File: config.mk
export PLATFORM = sky130hd
export DESIGN_NAME = dmem_responder
export DESIGN_NICKNAME = d
export VERILOG_FILES = /design/src/rtl/dmem_defs.sv /design/src/rtl/dmem_array.sv /design/src/rtl/dmem_responder.sv
export SDC_FILE = /design/constraint.sdc
export NUM_CORES = 2
export LEC_CHECK = 0
export CAP_MARGIN = 15
export CORE_ASPECT_RATIO = 0.8
export CORE_MARGIN = 2
export CORE_UTILIZATION = 45
export DETAILED_ROUTE_END_ITERATION = 8
export SYNTH_ARGS = -nofsm -noshare
export SYNTH_HDL_FRONTEND = slang
export SYNTH_SLANG_ARGS = --single-unit
File: constraint.sdc
create_clock -name clk -period 4.7 [get_ports clk]
set_input_delay 0.705 -clock clk [delete_from_list [all_inputs] [get_ports clk]]
set_output_delay 0.705 -clock clk [all_outputs]
set_load 0.005 [all_outputs]
File: src/rtl/dmem_defs.sv
// Shared definitions for the data-memory responder: FSM encoding and defaults.
package dmem_defs;

  typedef enum logic [1:0] {
    S_IDLE = 2'd0,
    S_WAIT = 2'd1,
    S_RESP = 2'd2
  } state_t;

  localparam int DEPTH_DEF = 64;
  localparam int WAIT_DEF  = 2;
  localparam int CNT_W     = 4;

endpackage

File: src/rtl/dmem_array.sv
// Single-port word storage: synchronous write, combinational read port that the
// parent samples on the access edge. Contents are deliberately not reset.
module dmem_array #(
  parameter int DEPTH = 64,
  parameter int AW    = $clog2(DEPTH)
) (
  input  logic          clk,
  input  logic          we,
  input  logic [AW-1:0] idx,
  input  logic [31:0]   wdata,
  output logic [31:0]   rdata
);

  logic [31:0] mem [DEPTH];

  always_ff @(posedge clk) begin
    if (we) mem[idx] <= wdata;
  end

  assign rdata = mem[idx];

endmodule

File: src/rtl/dmem_responder.sv
// Load/store responder with programmable wait states in front of a word memory.
// Misaligned requests skip the wait and respond with an error and zero data.
module dmem_responder
  import dmem_defs::*;
#(
  parameter int WAIT_CYCLES = WAIT_DEF,
  parameter int DEPTH       = DEPTH_DEF
) (
  input  logic        clk,
  input  logic        rst_n,
  input  logic        req_valid,
  output logic        req_ready,
  input  logic        req_write,
  input  logic [7:0]  req_addr,
  input  logic [31:0] req_wdata,
  output logic        rsp_valid,
  input  logic        rsp_ready,
  output logic [31:0] rsp_rdata,
  output logic        rsp_err
);

  localparam int AW = $clog2(DEPTH);
  localparam bit NO_WAIT = (WAIT_CYCLES == 0);

  state_t           state, state_nxt;
  logic [CNT_W-1:0] cnt;
  logic [AW-1:0]    idx_q;
  logic             write_q;
  logic [31:0]      wdata_q;

  logic             accept, mis_in, access;
  logic             acc_write;
  logic [AW-1:0]    acc_idx;
  logic [31:0]      acc_wdata, mem_rdata;

  assign accept = req_valid && (state == S_IDLE);
  assign mis_in = (req_addr[1:0] != 2'b00);

  // Zero-wait accesses happen on the accept edge, so they use the live request.
  always_comb begin
    access    = 1'b0;
    acc_write = write_q;
    acc_idx   = idx_q;
    acc_wdata = wdata_q;
    if (NO_WAIT) begin
      access    = accept && !mis_in;
      acc_write = req_write;
      acc_idx   = req_addr[AW+1:2];
      acc_wdata = req_wdata;
    end else begin
      access    = (state == S_WAIT) && (cnt == '0);
    end
  end

  dmem_array #(.DEPTH(DEPTH), .AW(AW)) u_array (
    .clk   (clk),
    .we    (access && acc_write),
    .idx   (acc_idx),
    .wdata (acc_wdata),
    .rdata (mem_rdata)
  );

  always_ff @(posedge clk or negedge rst_n) begin
    if (!rst_n) state <= S_IDLE;
    else        state <= state_nxt;
  end

  always_comb begin
    state_nxt = state;
    case (state)
      S_IDLE: if (accept) state_nxt = (mis_in || NO_WAIT) ? S_RESP : S_WAIT;
      S_WAIT: if (cnt == '0) state_nxt = S_RESP;
      S_RESP: if (rsp_ready) state_nxt = S_IDLE;
      default: state_nxt = S_IDLE;
    endcase
  end

  always_comb begin
    req_ready = (state == S_IDLE);
    rsp_valid = (state == S_RESP);
  end

  always_ff @(posedge clk or negedge rst_n) begin
    if (!rst_n) begin
      cnt       <= '0;
      idx_q     <= '0;
      write_q   <= 1'b0;
      wdata_q   <= '0;
      rsp_rdata <= '0;
      rsp_err   <= 1'b0;
    end else begin
      if (accept) begin
        idx_q   <= req_addr[AW+1:2];
        write_q <= req_write;
        wdata_q <= req_wdata;
      end
      if (accept && !mis_in && !NO_WAIT)
        cnt <= CNT_W'(WAIT_CYCLES - 1);
      else if (state == S_WAIT && cnt != '0)
        cnt <= cnt - 1'b1;
      if (accept && mis_in) begin
        rsp_rdata <= '0;
        rsp_err   <= 1'b1;
      end else if (access) begin
        rsp_rdata <= acc_write ? 32'h0 : mem_rdata;
        rsp_err   <= 1'b0;
      end
    end
  end

endmodule

# [Word level (Yosys, flattened, before mapping)]
# Memory sizes are Yosys's and may differ from the RTL's.
# Cells that the tools add are included.
[word_totals] regBits=78 ramBits=2048 inputBits=45 out_inout_bits=35 word_cells=42 mem_count=1
[mem_list] memory="u_array.mem" words=64 width=32 rd=1 rd_ports_with_merged_regs=0 write_ports=1 line="dmem_array.sv:14" text="logic [31:0] mem [DEPTH];"
[classes] add_sub_neg=1 eq_ne=5 n_mux=14 n_reduce_logical=14
[op_table] operator="two-way mux 32 bit" n=3
[op_table] operator="two-way mux 2 bit" n=4
[op_table] operator="two-way mux 4 bit" n=2
[op_table] operator="logical AND 1 bit" n=6
[op_table] operator="one-hot mux 2 bit (3 select lines)" n=1
[op_table] operator="nonzero test 2 bit" n=3
[op_table] operator="logical NOT 4 bit" n=1
[op_table] operator="two-way mux 1 bit" n=4
[op_table] operator="!= test 2 x 1 -> 1 bit, second input constant" n=2
[op_table] operator="nonzero test 4 bit" n=1
[op_table] operator="subtractor 4 x 1 -> 4 bit, second input constant" n=1
[op_table] operator="AND reduction 3 bit" n=1
[op_table] operator="== test 2 x 1 -> 1 bit, second input constant" n=1
[op_table] operator="== test 2 bit, second input constant" n=1
[op_table] operator="logical NOT 2 bit" n=1
[op_table] operator="!= test 2 bit, second input constant" n=1
[op_table] operator="logical NOT 1 bit" n=1

# [Logic depth before layout (Yosys ltp)]
[depth] depth_word=5 mapped_depth=10 depth_no_buf=8

# [Modules after synthesis]
# Synthesis repeated with hierarchy kept, for this count alone.
[hier_totals] cells_unflattened=4480 area_unflattened_um2=81623.3
[modules_own_cells] mod="dmem_array" instances=1 cells_each=4207 area_per_inst_um2=78287.6 seq_area_each_um2=61499.0
[modules_own_cells] mod="dmem_responder" instances=1 cells_each=273 area_per_inst_um2=3335.7 seq_area_each_um2=1951.9

# [Worst setup path before layout]
# OpenSTA, ideal clock, no wires.
[synth_path] path_kind="flip-flop to flip-flop" start="reg cnt[0]" end="mem u_array.mem[24][0], enable pin" setup_time_ns=0.421 arrival_time_ns=3.018 slack_ns=1.261 path_stages_with_launch=9 n_path_buf=0 cell_sequence="dfrtp_1 > inv_1 > ha_1 > or3b_2 > nor2_1 > nand2_1 > nor2_1 > nand2_1 > nor2_1"
[synth_via] elab_chain_cells=5
[synth_rtl] item="from (decl)" line="dmem_responder.sv:26" text="logic [CNT_W-1:0] cnt;"
[synth_rtl] item="from (signal assigned)" line="dmem_responder.sv:98" text="cnt <= CNT_W'(WAIT_CYCLES - 1);"
[synth_rtl] item="from (signal assigned)" line="dmem_responder.sv:100" text="cnt <= cnt - 1'b1;"
[synth_rtl] item="logical NOT 4 bit" line="dmem_responder.sv:51" text="access = (state == S_WAIT) && (cnt == '0);"
[synth_rtl] item="logical AND 1 bit" line="dmem_responder.sv:51"
[synth_rtl] item="logical AND 1 bit" line="dmem_responder.sv:57" text=".we (access && acc_write),"
[synth_rtl] item="two-way mux 1 bit" line="dmem_array.sv:17" text="if (we) mem[idx] <= wdata;"
[synth_rtl] item="two-way mux 1 bit (not written as such)" line="dmem_array.sv:17"
[synth_rtl] item="to (decl)" line="dmem_array.sv:14"
# No other way between the ends.

# [Final worst setup path]
[layout_path] start="reg idx_q[0] (netlist: acc_idx[0])" end="reg rsp_rdata[19]"
[layout_via] elab_chain_cells=4
[layout_rtl] item="from (decl)" line="dmem_responder.sv:27" text="logic [AW-1:0] idx_q;"
[layout_rtl] item="from (signal assigned)" line="dmem_responder.sv:93" text="idx_q <= req_addr[AW+1:2];"
[layout_rtl] item="memory (64 x 32 bit)"
[layout_rtl] item="two-way mux 32 bit" line="dmem_responder.sv:105" text="rsp_rdata <= acc_write ? 32'h0 : mem_rdata;"
[layout_rtl] item="two-way mux 32 bit" line="dmem_responder.sv:104" text="end else if (access) begin"
[layout_rtl] item="two-way mux 32 bit" line="dmem_responder.sv:101" text="if (accept && mis_in) begin"
[layout_rtl] item="to (signal assigned)" line="dmem_responder.sv:105"
[layout_rtl] item="to (decl)" line="dmem_responder.sv:18" text="output logic [31:0] rsp_rdata,"
# No other way between the ends. The select of a mux whose other input is x is not followed.
# A chain may end at the register's enable or synchronous reset.

==> flow_summary.toml <==
[outcome]
status = "complete, no violations"

[final_layout]
final_common_cell = "sky130_fd_sc_hd__edfxtp_1"
finalNonFillerCells = 7184
layout-drive-gt1-share = 0.149
post-route-util = 0.517
layout_common_cells = "2048 x sky130_fd_sc_hd__edfxtp_1, 818 x sky130_fd_sc_hd__mux2i_1, 285 x sky130_fd_sc_hd__a22oi_1"
area.growth.synth_to_final_pct = 14.0
nets = 4659

[synth]
post_synth_design_cell_area_um2 = 81500
synth.yosys.warnings = 0
synth-async-reset-ratio = 0.0367
number_of_different_library_cells_in_the_post_synthesis_netlist = 36
synth_ff_type = "sky130_fd_sc_hd__edfxtp_1"
syn-num-nets = 4423
yosysSeqAreaShare = 0.778
ys_seq_elements = 2126
syn_inst = 4377
avgSynthCellArea_um2 = 18.6
synth_enable_flop_cells = 2048

[pwr]
power.density_nw_per_um2 = 604
clock_power_frac = 0.276
ir_drop_v = 0.000807
p_sw_frac = 0.338
p_int_mw = 37.2
cellLeakagePower_nw = 30.4
seq_power_share = 0.468
share_comb_of_total_power = 0.256
power.net_switching_mw = 19.0

[grt]
grt_max_degree = 74
first_pass_grt_wire_length_mm = 310
gr-usage-all-layers = 0.237
grt_antenna_before_repair = 15
gr-total-overflow = 0
first_global_vias = 40800

[critical_path]
cp.arrival_ns = 4.44
timing.critical_path.cells = "buf_12, buf_12, mux2i_1, a22oi_1, nand3_1, nand4_1, nor2_1, o21ai_1"
crit_path_max_incr_delay_ns = 0.99
timing.critical_path.fanout_max = 73
crit_type = "reg2reg"
worst-endpoint-required_ns = 5.37
start_kind = "register"
crit_path_top_delay_cell = "sky130_fd_sc_hd__dfrtp_4"
reg2regPathDepth = 8
crit_path_end_kind = "register"
cpMostUsedCell = "sky130_fd_sc_hd__buf_12"

[routing]
drt-wirelength-per-cell_um = 30.8
average_vias_per_placed_instance = 6.00
drt_first_iter_violations = 5827
detailedRoute.firstPassIterationCount = 5
drcViolationCount = 0
ant_nets = 0
drt-met1-wl_mm = 99.7
detailroute.via_count = 43100
drt-total-wl_mm = 222
wl_met2_mm = 93.1
met3RoutedLength_mm = 22.8
top_layer = "met5"

[timing]
setup_total_negative_slack_ns = 0
finalWorstPathRequiredPeriod_ns = 3.76
worst_hold_slack_ns = 0.406
final_min_period_over_clock_period = 0.801
worst_slack_ns = 0.937
slew_violations = 0
worst_slew_margin_rel = 0.119
hold_viol = 0
skew_ns = 0.0331
highest_achievable_clock_rate_ghz = 0.266
finalSetupViolations = 0
rsz_0062_raised_after_global_routing = "no"
slew_at_the_pin_closest_to_its_max_slew_limit_ns = 1.31

[clock_network]
cts_tree = "done"
cts.reportedPaths.clkPinSlew_ns = 0.06
cts_buffer_depth = 3
worst_skew_pair.late_latency_ns = 0.84
number_of_sinks_on_the_clock_net = 2126
post_cts_resize_count = 0
root_buffer_cell = "sky130_fd_sc_hd__clkbuf_16"
htree_levels = 4
cts_made_buffers = 202

[floorplanning]
die-height_um = 385
die_width_um = 480
starting_density_of_the_core = 0.453
boundaryPins = 80
die-area_um2 = 185000
placeableCoreArea_um2 = 180000
rows = 139

[run]
drv_cap = 0

[place]
port_buffers = 79
routabilityCongestion = 0.886
post-dp-hpwl_mm = 129
pre_cts_slack_ns = 1.03
dp_cells = 6804

[hold_path]
min_path_cells = 3
hp-class = "in2reg"
-- flip-flops by register name (all words and copies together) (netlist names) --
name,cells
acc_wdata,32
cnt,4
acc_idx,6
u_array.mem,2048
rsp_rdata,32
state,2
acc_write,1
rsp_err,1
-- cell type report --
| type | count | area [µm²] |
|---|---|---|
| Sequential cell | 2126 | 63500 |
| Clock buffer | 258 | 5450 |
| Fill cell | 14300 | 86800 |
| Tap cell | 2397 | 3000 |
| Timing Repair Buffer | 292 | 2900 |
| Multi-Input combinational cell | 1985 | 17300 |
| Antenna cell | 11 | 27.5 |
| Inverter | 6 | 22.5 |
| Clock inverter | 109 | 782 |
-- Yosys cell counts (6+ instances only) --
cell,n,share of area
sky130_fd_sc_hd__dfrtp_1,78,0.024
sky130_fd_sc_hd__a221oi_1,32,0.0034
sky130_fd_sc_hd__edfxtp_1,2048,0.75
sky130_fd_sc_hd__o22ai_1,120,0.0092
sky130_fd_sc_hd__nand3_1,129,0.0079
sky130_fd_sc_hd__nand2_1,160,0.0074
sky130_fd_sc_hd__clkbuf_1,101,0.0046
sky130_fd_sc_hd__buf_2,70,0.0043
sky130_fd_sc_hd__nor2_1,107,0.0049
sky130_fd_sc_hd__o21ai_0,71,0.0044
sky130_fd_sc_hd__nand4_1,61,0.0047
sky130_fd_sc_hd__inv_1,6,0.00028
sky130_fd_sc_hd__buf_1,19,0.00087
sky130_fd_sc_hd__o21ai_1,58,0.0036
sky130_fd_sc_hd__a22oi_1,285,0.026
sky130_fd_sc_hd__mux4_2,108,0.030
sky130_fd_sc_hd__buf_4,63,0.0058
sky130_fd_sc_hd__mux2i_1,818,0.10
-- cell families (layout without fill, tap and decap cells) --
kind of cell / Yosys count / in the layout / share of synthesized area
flip-flops: 2126 / 2126 / 0.778
buffers and inverters: 266 / 665 / 0.0170
adder cells (fa/ha/maj): 1 / 1 / 0.000153
other: 0 / 11 / 0
multiplexers: 926 / 926 / 0.130
XOR/XNOR: 2 / 2 / 0.000215
AO/OA/AOI/OAI: 568 / 568 / 0.0469
AND/OR/NAND/NOR: 488 / 488 / 0.0274
-- critical path, delay by kind of cell (launching register included) --
family                 cells  cell delay [ns]
muxes                      1             0.25
buffers and inverters      2             0.85
DFF                        1             0.99
AOI/OAI and AO/OA          2             0.17
and+or+nand+nor            3             1.06
-- worst paths after layout --
path                          startpoint            end  slack, ns
hold / removal             req_wdata[11]  acc_wdata[11]       0.41
setup / recovery              acc_idx[0]  rsp_rdata[19]       0.94
min in group asynchronous          rst_n   acc_wdata[1]       0.54
max in group asynchronous          rst_n  rsp_rdata[30]       2.96
hold reg to reg            acc_wdata[17]  acc_wdata[17]       0.48
setup reg to reg              acc_idx[0]  rsp_rdata[19]       0.94
-- layer usage --
layer  vias up  track usage
li1      18200            -
met1     22600        0.370
met4         4       0.0656
met5         -            0
met3       252       0.0638
met2      2027        0.326
-- power groups by stage --
stage               sequential [mW]  combinational, mW  clock [mW]
floorplan                      25.4               8.45           0
global placement               26.6               14.1           0
detailed placement             26.7               14.2           0
CTS                            26.3               14.3        15.7
global route                   26.5               15.1        16.4
finish                         26.3               14.4        15.5
-- repair_timing --
item | in CTS | in global routing
setup buffers | 0 | 0
hold endpoints to repair | 19 | 0
hold buffers | 1 | 0
-- per-stage QoR --
step | cell area (µm²) | total power, mW
finish | 93000 | 56.2
global route | 93000 | 58.0
CTS | 92900 | 56.3
detailed placement | 86700 | 40.9
global placement | 86700 | 40.7
floorplan | 81500 | 33.8
No activity file was read; power rests on OpenSTA's default activity.
